### config.mk
export PLATFORM = sky130hd
export DESIGN_NAME = cam_frame_writer
export DESIGN_NICKNAME = d
export VERILOG_FILES = /design/src/rtl/cam_frame_writer.sv
export SDC_FILE = /design/constraint.sdc
export NUM_CORES = 1
export LEC_CHECK = 0
export BUFFER_PORTS_ARGS = -buffer_cell sky130_fd_sc_hd__buf_2
export CAP_MARGIN = 25
export CELL_PAD_IN_SITES_DETAIL_PLACEMENT = 0
export CELL_PAD_IN_SITES_GLOBAL_PLACEMENT = 2
export CORE_MARGIN = 8
export CORE_UTILIZATION = 36
export CTS_CLUSTER_DIAMETER = 40
export DETAILED_ROUTE_END_ITERATION = 7
export PLACE_DENSITY_LB_ADDON = 0.1
export SLEW_MARGIN = 15
export SYNTH_ARGS = -nofsm -noshare
export SYNTH_HDL_FRONTEND = slang
export SYNTH_SLANG_ARGS = --single-unit
### constraint.sdc
create_clock -name clk -period 3.1 [get_ports clk]
set_input_delay 0.31 -clock clk [delete_from_list [all_inputs] [get_ports clk]]
set_output_delay 0.31 -clock clk [all_outputs]
set_load 0.05 [all_outputs]
### src/rtl/cam_frame_writer.sv
// cam_frame_writer
//   Write-side front end of the VGA frame buffer. Takes a camera RGB565 byte
//   stream (vsync / href / byte strobe, already synchronous to clk), reduces
//   each pixel to RGB111 by keeping the MSB of every channel, and writes the
//   pixels row-major into the buffer RAM write port. One frame of
//   CAM_SCREEN_X x CAM_SCREEN_Y pixels is stored per vsync period; surplus
//   pixels on a line and surplus lines in a frame are dropped.
//
// Ports
//   clk         system clock, the only clock
//   rst         synchronous, active-high reset
//   cam_vsync   frame sync, high between frames
//   cam_href    line valid, high while a line's bytes arrive
//   cam_de      one-cycle strobe per valid cam_data byte
//   cam_data    pixel byte: first {R[4:0],G[5:3]}, second {G[2:0],B[4:0]}
//   addr_in     buffer write address (held between writes)
//   data_in     buffer write data, RGB111 with R in bit 2 (held between writes)
//   regwrite    buffer write enable, one pulse per stored pixel
//   frame_done  one-cycle pulse when a captured frame is closed by vsync
module cam_frame_writer #(
  parameter int AW           = 8,
  parameter int DW           = 3,
  parameter int CAM_SCREEN_X = 16,
  parameter int CAM_SCREEN_Y = 12
) (
  input  logic          clk,
  input  logic          rst,
  input  logic          cam_vsync,
  input  logic          cam_href,
  input  logic          cam_de,
  input  logic [7:0]    cam_data,
  output logic [AW-1:0] addr_in,
  output logic [DW-1:0] data_in,
  output logic          regwrite,
  output logic          frame_done
);

  typedef enum logic [1:0] {
    IDLE   = 2'd0,
    SYNC   = 2'd1,
    ACTIVE = 2'd2
  } state_t;

  state_t        state, state_nxt;
  logic [AW-1:0] x, y;
  logic          phase;
  logic [7:0]    byte0;
  logic          vsync_d, href_d;

  // Edge detection against the previous cycle's sampled inputs.
  logic vs_rise, vs_fall, href_fall;
  assign vs_rise   =  cam_vsync & ~vsync_d;
  assign vs_fall   = ~cam_vsync &  vsync_d;
  assign href_fall = ~cam_href  &  href_d;

  // FSM control decoded in the comb process.
  logic clr_cnt;   // start of a new frame: clear x, y, phase
  logic fd_nxt;    // frame_done for the next cycle
  logic capture;   // byte accepted this cycle

  always_comb begin
    state_nxt = state;
    clr_cnt   = 1'b0;
    fd_nxt    = 1'b0;
    capture   = 1'b0;
    case (state)
      IDLE: begin
        if (vs_rise) state_nxt = SYNC;
      end
      SYNC: begin
        if (vs_fall) begin
          clr_cnt   = 1'b1;
          state_nxt = ACTIVE;
        end
      end
      ACTIVE: begin
        if (vs_rise) begin
          // Closing the frame takes priority over any byte on the same
          // cycle; a half pixel is lost because phase is cleared on vs_fall.
          fd_nxt    = 1'b1;
          state_nxt = SYNC;
        end else begin
          capture = cam_de & cam_href;
        end
      end
      default: state_nxt = IDLE;
    endcase
  end

  always_ff @(posedge clk) begin
    if (rst) state <= IDLE;
    else     state <= state_nxt;
  end

  // Pixel completion and window test. The window test uses int arithmetic
  // so that CAM_SCREEN_X / CAM_SCREEN_Y need not fit the AW-bit counters.
  logic px_done, in_win;
  assign px_done = capture & phase;
  assign in_win  = (int'(x) < CAM_SCREEN_X) && (int'(y) < CAM_SCREEN_Y);

  // Full-width address product, truncated to AW when registered.
  logic [31:0] wr_addr_full;
  assign wr_addr_full = 32'(int'(x) + int'(y) * CAM_SCREEN_X);

  // RGB565 -> RGB111: R msb from byte0[7], G msb from byte0[2],
  // B msb from the second byte's bit 4.
  logic [2:0] rgb;
  assign rgb = {byte0[7], byte0[2], cam_data[4]};

  always_ff @(posedge clk) begin
    if (rst) begin
      addr_in    <= '0;
      data_in    <= '0;
      regwrite   <= 1'b0;
      frame_done <= 1'b0;
      x          <= '0;
      y          <= '0;
      phase      <= 1'b0;
      byte0      <= '0;
      vsync_d    <= 1'b0;
      href_d     <= 1'b0;
    end else begin
      vsync_d    <= cam_vsync;
      href_d     <= cam_href;
      regwrite   <= 1'b0;
      frame_done <= fd_nxt;

      if (clr_cnt) begin
        x     <= '0;
        y     <= '0;
        phase <= 1'b0;
      end else if (state == ACTIVE && !vs_rise) begin
        if (capture) begin
          if (!phase) begin
            byte0 <= cam_data;
            phase <= 1'b1;
          end else begin
            phase <= 1'b0;
            // Out-of-window pixels are dropped; x stops at CAM_SCREEN_X.
            if (in_win) begin
              addr_in  <= wr_addr_full[AW-1:0];
              data_in  <= DW'(rgb);
              regwrite <= 1'b1;
              x        <= x + 1'b1;
            end
          end
        end

        if (href_fall) begin
          // Dangling first byte is discarded. Only lines that delivered at
          // least one complete pixel advance y; y saturates so that extra
          // lines stay outside the window.
          phase <= 1'b0;
          if (x != '0 || px_done) begin
            x <= '0;
            if (int'(y) < CAM_SCREEN_Y) y <= y + 1'b1;
          end
        end
      end
    end
  end

  // Bits that the RGB111 reduction deliberately throws away.
  logic unused_bits;
  assign unused_bits = ^{byte0[6:3], byte0[1:0], wr_addr_full[31:AW]};

endmodule

### Word-level counts from Yosys, hierarchy flattened

Cells that the tools add are included.

* input port bits: 13
* output and inout port bits: 13
* flip-flop bits (word level): 42

* eq/ne operators: 4
* mux-type cells: 17
* reductions and logical operators: 16
* add/subtract/negate cells: 3
* bitwise gates (word level): 13
* $lt $le $gt $ge: 2

Operators by type and width (count)
* $mux 8: 5
* $add 8x1->8 const B: 2
* $mux 1: 9
* $add 8x8->8: 1
* $lt 8x4->1 const B: 1
* $lt 8x5->1 const B: 1
* $not 1->1: 8
* $reduce_and 4->1: 2
* $reduce_bool 8->1: 1
* $reduce_or 2->1: 3
* $and 1x1->1: 5
* $reduce_and 5->1: 1
* $reduce_or 5->1: 1
* $mux 2: 2
* $pmux 2 s2: 1
* $reduce_and 2->1: 2
* $eq 2x1->1 const B: 1
* $eq 2x2->1 const B: 1
* $logic_and 1x1->1: 2
* $logic_not 2->1: 1
* $ne 2x1->1 const B: 1
* $ne 2x2->1 const B: 1
* $reduce_bool 2->1: 1
* $logic_not 1->1: 1
* $logic_or 1x1->1: 1

### Logic depth before layout (Yosys ltp)

Gate-level depths: netlist of the first run.

* depth in word-level cells: 8
* mapped depth: 6
* depth with buffers taken out: 6

### Worst setup path after synthesis of the first run

OpenSTA, ideal clock, no wires.

* path type: register to register
* start point: register state[0]
* end point: register x[0]
* period minus slack after synthesis: 1.679 ns
* stages on the path, launching flop included: 6
* data required time: 2.984 ns
* path buffers: 1
* slack: 1.421 ns
* arrival time: 1.563 ns
* cells stage by stage: dfxtp_1 nand2b_4 or3_1 buf_2 or4_4 o211a_1

* word-level cells in the longest chain between the ends: 6
* elaborated cells between the ends (all ways): 11

Ends and longest elaborated chain
* start, declared: line 44 `state_t state, state_nxt;`
* start signal, assigned: line 92 `else state <= state_nxt;`
* $eq 2x2->1: line 66, 132
* $mux 1: line 66 `case (state)`
* $and 1x1->1: line 98 `assign px_done = capture & phase;`
* $logic_or 1x1->1: line 154 `if (x != '0 || px_done) begin`
* $mux 8: line 154
* $mux 8: line 149 `if (href_fall) begin`
* end signal, assigned: line 144 `x <= x + 1'b1;`
* end, declared: line 45 `logic [AW-1:0] x, y;`

Parallel ways exist; a longest one is shown, timed or not.
A chain may end at the register's enable or synchronous reset.

### Worst setup path after layout of the first run

* start point: register y[7]
* end point: register x[0]

* word-level cells in the longest chain between the ends: 7

Ends and longest elaborated chain
* start, declared: line 45
* $lt 8x4->1 *: line 99 `assign in_win = (int'(x) < CAM_SCREEN_X) && (int'(y) < CAM_SCREEN_Y);`
* $logic_and 1x1->1 *: line 99
* $mux 8 *: line 140 `if (in_win) begin`
* $mux 8 *: line 134 `if (!phase) begin`
* $mux 8 *: line 133 `if (capture) begin`
* $mux 8: line 154
* $mux 8 *: line 149

Every way passes the cells marked *; elsewhere a longest branch is shown, timed or not.

==> flow_metrics.tcl, run 1 <==
set metrics [dict create \
    multi_input_comb_area_um2 860 \
    grt_antenna_before_repair 0 \
    hpwlAfterDp_mm 2.86 \
    critPathArrivalTime_ns 2.34 \
    yosysSeqAreaShare 0.438 \
    synth_edf_count 0 \
    launch_instance_of_the_worst_register_to_register_path "y[7]" \
    clock_sink_count 36 \
    floorplan.core_area_um2 4380 \
    grt_max_degree 24 \
    detail_route.first_pass.iterations 4 \
    clock.fmax_ghz 0.465 \
    gr-usage-all-layers 0.122 \
    timing.hold.ws_ns 0.253 \
    critPathKind "register to register" \
    clock_path_buffers 2 \
    timing.slew.headroom 0.447 \
    layout-drive-gt1-share 0.181 \
    effective_utilization_at_floorplan 0.375 \
    cts_inserted_buffers 5 \
    status "finished clean" \
    finalSetupViolations 0 \
    post_synth.cell_area_avg_um2 9.24 \
    filler_cell_count 450 \
    chipWidth_um 83.6 \
    vias 1415 \
    p_leak_nw 0.733 \
    post_cts.repair.setup_buffers 0 \
    syn-cell-area_um2 1650 \
    grt_setup_unrepaired "false" \
    hold_violations 0 \
    hold_path_startpoint "cam_data[7]" \
    worst_hold_path_type "input port to register" \
    placement_rows 24 \
    yosys_warnings 0 \
    cap_viol_max_count 0 \
    critPathMaxFanout 16 \
    final_core_util 0.430 \
    startpoint_type "register" \
    irDropWorstVdd_mv 0.208 \
    dr.first_iter.drc_count 58 \
    drt-vias-per-instance 5.64 \
    post-route-cell-area_um2 1880 \
    part_of_the_cycle_the_worst_path_needs 0.694 \
    clock_tree.htree_level_count 2 \
    post_dp_cell_area_um2 1790 \
    drc 0 \
    detail_route.wirelength_mm 4.07 \
    ys_ff_latch 36 \
    period_needed_ns 2.15 \
    io_buffer_count 20 \
    cts_hold_repair.buffers 0 \
    cp.required_ns 3.28 \
    worstSetupEndpointType "register" \
    num_io_pins 26 \
    final_max_slew_viol_count 0 \
    die_area_um2 6990 \
    netlist_instances 178 \
    seqCellArea_um2 721 \
    via_count_of_the_first_global_routing_pass 1415 \
    remaining_antenna_violation_count_after_routing 0 \
    synthFlopType "sky130_fd_sc_hd__dfxtp_1" \
    fin_setup_tns_ns 0 \
    ys_types 38 \
    power_density_nw_per_um2 446 \
    areaGrowthSynthToFinish_pct 14.4 \
    layout.nets 218 \
    clk_pin_slew_ns 0.07 \
    tightest_slew_ns 0.829 \
    timing.clock.skew_ns 0.00916 \
    clock_latency_late_sink_ns 0.29 \
    cts_root_buf "sky130_fd_sc_hd__clkbuf_8" \
    grt_pass1_wl_mm 7.11 \
    chipHeight_um 83.6 \
    total_inserted_antenna_cells 0 \
    tritoncts_clock_tree "done" \
    wl_per_cell_um 16.2 \
    synth.net_count 198 \
    resized_gates_after_cts 0 \
    timing.critical_path.from "y[7]" \
    gp_congestion 0.812 \
    overflow 0 \
    postSynth.asyncResetShare 0 \
]
==> synthesized netlist by cell type, types with 3 or more instances <==
master,number,area (µm²)
sky130_fd_sc_hd__and2_1,9,56.3
sky130_fd_sc_hd__ha_1,6,75.1
sky130_fd_sc_hd__mux2i_1,3,30.0
sky130_fd_sc_hd__a21oi_1,13,65.1
sky130_fd_sc_hd__buf_2,4,20.0
sky130_fd_sc_hd__nand4_1,13,81.3
sky130_fd_sc_hd__nand3_1,6,30.0
sky130_fd_sc_hd__nor2_1,6,22.5
sky130_fd_sc_hd__nor4_1,6,37.5
sky130_fd_sc_hd__inv_1,6,22.5
sky130_fd_sc_hd__xnor2_1,4,35.0
sky130_fd_sc_hd__o31ai_1,11,82.6
sky130_fd_sc_hd__nor2b_1,3,18.8
sky130_fd_sc_hd__clkbuf_1,6,22.5
sky130_fd_sc_hd__dfxtp_1,36,721
sky130_fd_sc_hd__nor3_1,6,30.0
sky130_fd_sc_hd__a31oi_1,3,18.8
sky130_fd_sc_hd__nand2_1,8,30.0
sky130_fd_sc_hd__o21ai_0,4,20.0
==> worst max-delay path, cell delays in order (launching register included) <==
cell                      delay, ns
sky130_fd_sc_hd__dfxtp_1       0.31
sky130_fd_sc_hd__nor4_1        0.49
sky130_fd_sc_hd__nand2_1       0.49
sky130_fd_sc_hd__or4_4         0.63
sky130_fd_sc_hd__o211a_1       0.13
==> path summary, 6_finish.rpt <==
path                                  to  slack (ns)  cells past startpoint
worst min register to register      y[7]        0.47                      1
worst min-delay path            byte0[7]        0.25                      3
worst max register to register      x[0]        0.95                      4
worst max-delay path                x[0]        0.95                      4
==> power breakdown <==
group          leakage, nW  internal, mW  switching (mW)
combinational        0.392        0.0125          0.0180
clock               0.0510         0.177           0.164
sequential           0.291         0.465         0.00296
==> flip-flops by register name, summed over array words and instances, names as in the netlist, 2 cells and up <==
| name | count |
|---|---|
| addr_in | 8 |
| byte0 | 2 |
| data_in | 3 |
| state | 2 |
| x | 8 |
| y | 8 |
==> cell type report <==
cell class | instances | share of cell area
tap | 52 | 0.0346
inverter | 6 | 0.0120
clock inverter | 2 | 0.00532
multi-input combinational | 126 | 0.456
timing repair buffer | 23 | 0.0651
clock buffer | 6 | 0.0439
sequential | 36 | 0.383
==> per-stage QoR <==
stage          std cells  setup WS, ns  total power [mW]
2_1_floorplan        178          1.42             0.497
3_3_place_gp         243          1.02             0.508
3_5_place_dp         243         0.949             0.509
4_1_cts              251         0.948             0.856
5_1_grt              251         0.679             0.878
6_report             251         0.949             0.840
==> layer usage <==
| layer | vias up | GRT usage | wire length (µm) |
|---|---|---|---|
| met2 | 33 | 0.200 | 1890 |
| met4 | 0 | 0.0392 | 35 |
| met3 | 4 | 0.0449 | 263 |
| met1 | 685 | 0.143 | 1880 |
| met5 | - | 0 | 0 |
| li1 | 693 | - | - |
==> cell usage in the layout (no fill, tap or decap), types with 2 or more instances in the layout <==
cell type	instances
sky130_fd_sc_hd__xnor2_1	4
sky130_fd_sc_hd__buf_4	3
sky130_fd_sc_hd__a21boi_1	2
sky130_fd_sc_hd__nor4_1	6
sky130_fd_sc_hd__or3_1	2
sky130_fd_sc_hd__clkinv_2	2
sky130_fd_sc_hd__and2_1	9
sky130_fd_sc_hd__o211a_1	2
sky130_fd_sc_hd__a31oi_1	3
sky130_fd_sc_hd__a211oi_1	2
sky130_fd_sc_hd__o21ai_0	4
sky130_fd_sc_hd__nor2_1	6
sky130_fd_sc_hd__nor2b_1	3
sky130_fd_sc_hd__inv_1	6
sky130_fd_sc_hd__nand2b_1	2
sky130_fd_sc_hd__buf_2	20
sky130_fd_sc_hd__nand2_1	8
sky130_fd_sc_hd__o31ai_1	11
sky130_fd_sc_hd__mux2i_1	3
sky130_fd_sc_hd__nor3_1	6
sky130_fd_sc_hd__o21a_1	2
sky130_fd_sc_hd__clkbuf_8	6
sky130_fd_sc_hd__nand4_1	13
sky130_fd_sc_hd__dfxtp_1	36
sky130_fd_sc_hd__ha_1	6
sky130_fd_sc_hd__nand3_1	6
sky130_fd_sc_hd__a21oi_1	13
==> kinds of logic (layout without fill, tap and decap cells) <==
| family | Yosys count | after routing | share of synthesized area |
|---|---|---|---|
| compound gates | 41 | 41 | 0.162 |
| xor+xnor | 4 | 4 | 0.0213 |
| fa+ha+maj | 7 | 7 | 0.0578 |
| buf+inv | 16 | 37 | 0.0395 |
| flops | 36 | 36 | 0.438 |
| mux | 3 | 3 | 0.0183 |
| simple gates | 71 | 71 | 0.263 |
No activity file was read; power rests on OpenSTA's default activity.
==> inputs of run 2 (changes only) <==
ABC_AREA = 1   (was unset)
CORE_UTILIZATION = 31   (was 36)
clock period = 2.2 ns   (was 3.1 ns; I/O delays follow)
==> run 2 against run 1 <==
Highest routed layer unchanged; critical endpoint is now x[2]; first-iteration DRC count down 40%; clock skew down 0.0061 ns; critical path depth up 5; global-route usage down 2.4 points.
==> flow_metrics.tcl, run 2 <==
set metrics [dict create \
    grt_setup_unrepaired "false" \
    grt_antenna_before_repair 0 \
    worstPathBufferInverterCount 1 \
    finalSetupViolations 0 \
    post-route-cell-area_um2 1860 \
    timing.slew.headroom 0.703 \
    synth.most_common_cell "sky130_fd_sc_hd__nor2_1" \
    cp.required_ns 2.37 \
    multi_input_comb_area_um2 737 \
    clock_latency_late_sink_ns 0.28 \
    p_total_mw 1.18 \
    status "finished clean" \
    resized_gates_after_cts 0 \
    netlist_instances 209 \
    ys_top_cells_by_count "49 x sky130_fd_sc_hd__nor2_1, 36 x sky130_fd_sc_hd__dfxtp_1, 29 x sky130_fd_sc_hd__inv_1" \
    filler_cell_count 577 \
    drt-vias-per-instance 4.31 \
    tightest_slew_ns 0.445 \
    detail_route.wirelength_mm 3.40 \
    cts_inserted_buffers 5 \
    gr-usage-all-layers 0.0980 \
    layout-drive-gt1-share 0.167 \
    total_inserted_antenna_cells 0 \
    detail_route.first_pass.iterations 4 \
    worst_r2r_endpoint "x[2]" \
    synth.net_count 229 \
    timing.critical_path.cells "nand2_1 -> nand3_1 -> nor2_4 -> nand2_4 -> clkinv_2 -> nand2_1 -> nand2_1 -> nand2_1 -> nor2_1" \
    via_count_of_the_first_global_routing_pass 1285 \
    hold_violations 0 \
    p_leak_nw 0.817 \
    final_common_cell "sky130_fd_sc_hd__nor2_1" \
    flop_pwr_share 0.559 \
    areaGrowthSynthToFinish_pct 15.5 \
    tritoncts_clock_tree "done" \
    ys_ff_latch 36 \
    path_depth 9 \
    launch_instance_of_the_worst_register_to_register_path "y[2]" \
    grt_max_degree 17 \
    worstSetupEndpointType "register" \
    irDropWorstVdd_mv 0.229 \
    p_int_mw 0.925 \
    placement_rows 26 \
    period_needed_ns 1.53 \
    yosysSeqAreaShare 0.448 \
    gp_congestion 0.741 \
    cap_viol_max_count 0 \
    fin_setup_tns_ns 0 \
    post_dp_cell_area_um2 1770 \
    timing.reg2reg.worst_path_depth 9 \
    overflow 0 \
    power_density_nw_per_um2 634 \
    synth_largest_type_area_fraction 0.448 \
    power.combinational.fraction 0.037 \
    startpoint_type "register" \
    worst_hold_path_type "input port to register" \
    clock_tree.htree_level_count 2 \
    syn-cell-area_um2 1610 \
    hpwlAfterDp_mm 2.54 \
    timing.critical_path.from "y[2]" \
    p_switching_mw 0.254 \
    chipWidth_um 88.1 \
    effective_utilization_at_floorplan 0.317 \
    cts_hold_repair.buffers 0 \
    num_io_pins 26 \
    post_cts.repair.setup_buffers 0 \
    timing.clock.skew_ns 0.00310 \
    critical-path-slowest-cell "sky130_fd_sc_hd__dfxtp_1" \
    share_clk_of_total_power 0.404 \
    critPathKind "register to register" \
    final_max_slew_viol_count 0 \
    critical-path-max-stage-delay_ns 0.44 \
    power.switching_fraction 0.215 \
    layout.nets 253 \
    netlist_top_cells_area "sky130_fd_sc_hd__dfxtp_1 45%, sky130_fd_sc_hd__nor2_1 11%, sky130_fd_sc_hd__inv_1 6.8%, sky130_fd_sc_hd__nand2_1 6.5%, sky130_fd_sc_hd__ha_1 4.7%" \
    critPathMaxFanout 16 \
    clock.fmax_ghz 0.653 \
    chipHeight_um 88.1 \
    worst_setup_path_end "x[2]" \
    floorplan.core_area_um2 5070 \
    drc 0 \
    part_of_the_cycle_the_worst_path_needs 0.697 \
    clock_sink_count 36 \
    setup_slack_ns 0.668 \
    yosysTopAreaCell "sky130_fd_sc_hd__dfxtp_1" \
    layout.cells.most_common_list "49 x sky130_fd_sc_hd__nor2_1, 36 x sky130_fd_sc_hd__dfxtp_1, 29 x sky130_fd_sc_hd__inv_1" \
    post_synth.cell_area_avg_um2 7.70 \
    clk_pin_slew_ns 0.07 \
    postSynth.asyncResetShare 0 \
    timing.critical_path.max_delay_family "simple AND/OR/NAND/NOR gates" \
    ys_types 30 \
    cts_root_buf "sky130_fd_sc_hd__clkbuf_8" \
    preCtsSetupSlack_ns 0.662 \
    final_core_util 0.367 \
    die_area_um2 7760 \
    wl_per_cell_um 11.2 \
    clock_path_buffers 2 \
    seqCellArea_um2 721 \
    yosys_warnings 0 \
    reg_top3 "addr_in (8), x (8), y (8)" \
    grt_pass1_wl_mm 5.88 \
    synthFlopType "sky130_fd_sc_hd__dfxtp_1" \
    dr.first_iter.drc_count 35 \
    io_buffer_count 20 \
    vias 1309 \
    critPathArrivalTime_ns 1.70 \
    synth_edf_count 0 \
    remaining_antenna_violation_count_after_routing 0 \
    ff2ff_setup_slack_ns 0.67 \
    timing.critical_path.mode_cell "sky130_fd_sc_hd__nand2_1" \
]
run 2: per-stage QoR:
step | hold WS, ns | cells
6_report | 0.162 | 304
5_1_grt | 0.155 | 304
4_1_cts | 0.148 | 304
3_5_place_dp | 0.418 | 296
3_3_place_gp | 0.415 | 296
2_1_floorplan | 0.289 | 209
run 2: worst min path at each step:
stage | from | depth (start not counted) | to | slack, ns
2_1_floorplan | rst | 1 | state[0] | 0.29
3_3_place_gp | y[6] | 2 | y[6] | 0.42
3_5_place_dp | y[5] | 2 | y[5] | 0.42
4_1_cts | cam_data[2] | 3 | byte0[2] | 0.15
5_1_grt | cam_data[2] | 3 | byte0[2] | 0.16
6_report | rst | 2 | state[1] | 0.16
run 2: cell type report:
type,instances,area share
multi-input cells,138,0.396
flip-flops and latches,36,0.387
inverters,31,0.0632
repair buffers,21,0.0578
clock buffers,8,0.0484
well taps,70,0.0471
run 2: kinds of logic (layout without fill, tap and decap cells):
| logic type | Yosys count | in the layout | synth area share |
|---|---|---|---|
| XOR/XNOR | 5 | 5 | 0.0272 |
| AO/OA/AOI/OAI | 24 | 24 | 0.0816 |
| AND/OR/NAND/NOR | 102 | 102 | 0.290 |
| buffers and inverters | 35 | 60 | 0.0948 |
| adder cells (fa/ha/maj) | 7 | 7 | 0.0591 |
| flip-flops | 36 | 36 | 0.448 |
run 2: per-layer routing:
| layer | share of wire | track usage |
|---|---|---|
| met1 | 0.47 | 0.115 |
| met2 | 0.46 | 0.157 |
| met3 | 0.055 | 0.0319 |
| met4 | 0.018 | 0.0461 |
| met5 | 0 | 0 |
run 2: power by group through the flow:
stage                     clock (mW)  combinational [mW]  sequential [mW]
after floorplan                    0              0.0266            0.674
final                          0.476              0.0434            0.659
after CTS                      0.498              0.0441            0.659
after detailed placement           0              0.0436            0.674
after global placement             0              0.0425            0.674
after global routing           0.536              0.0486            0.659
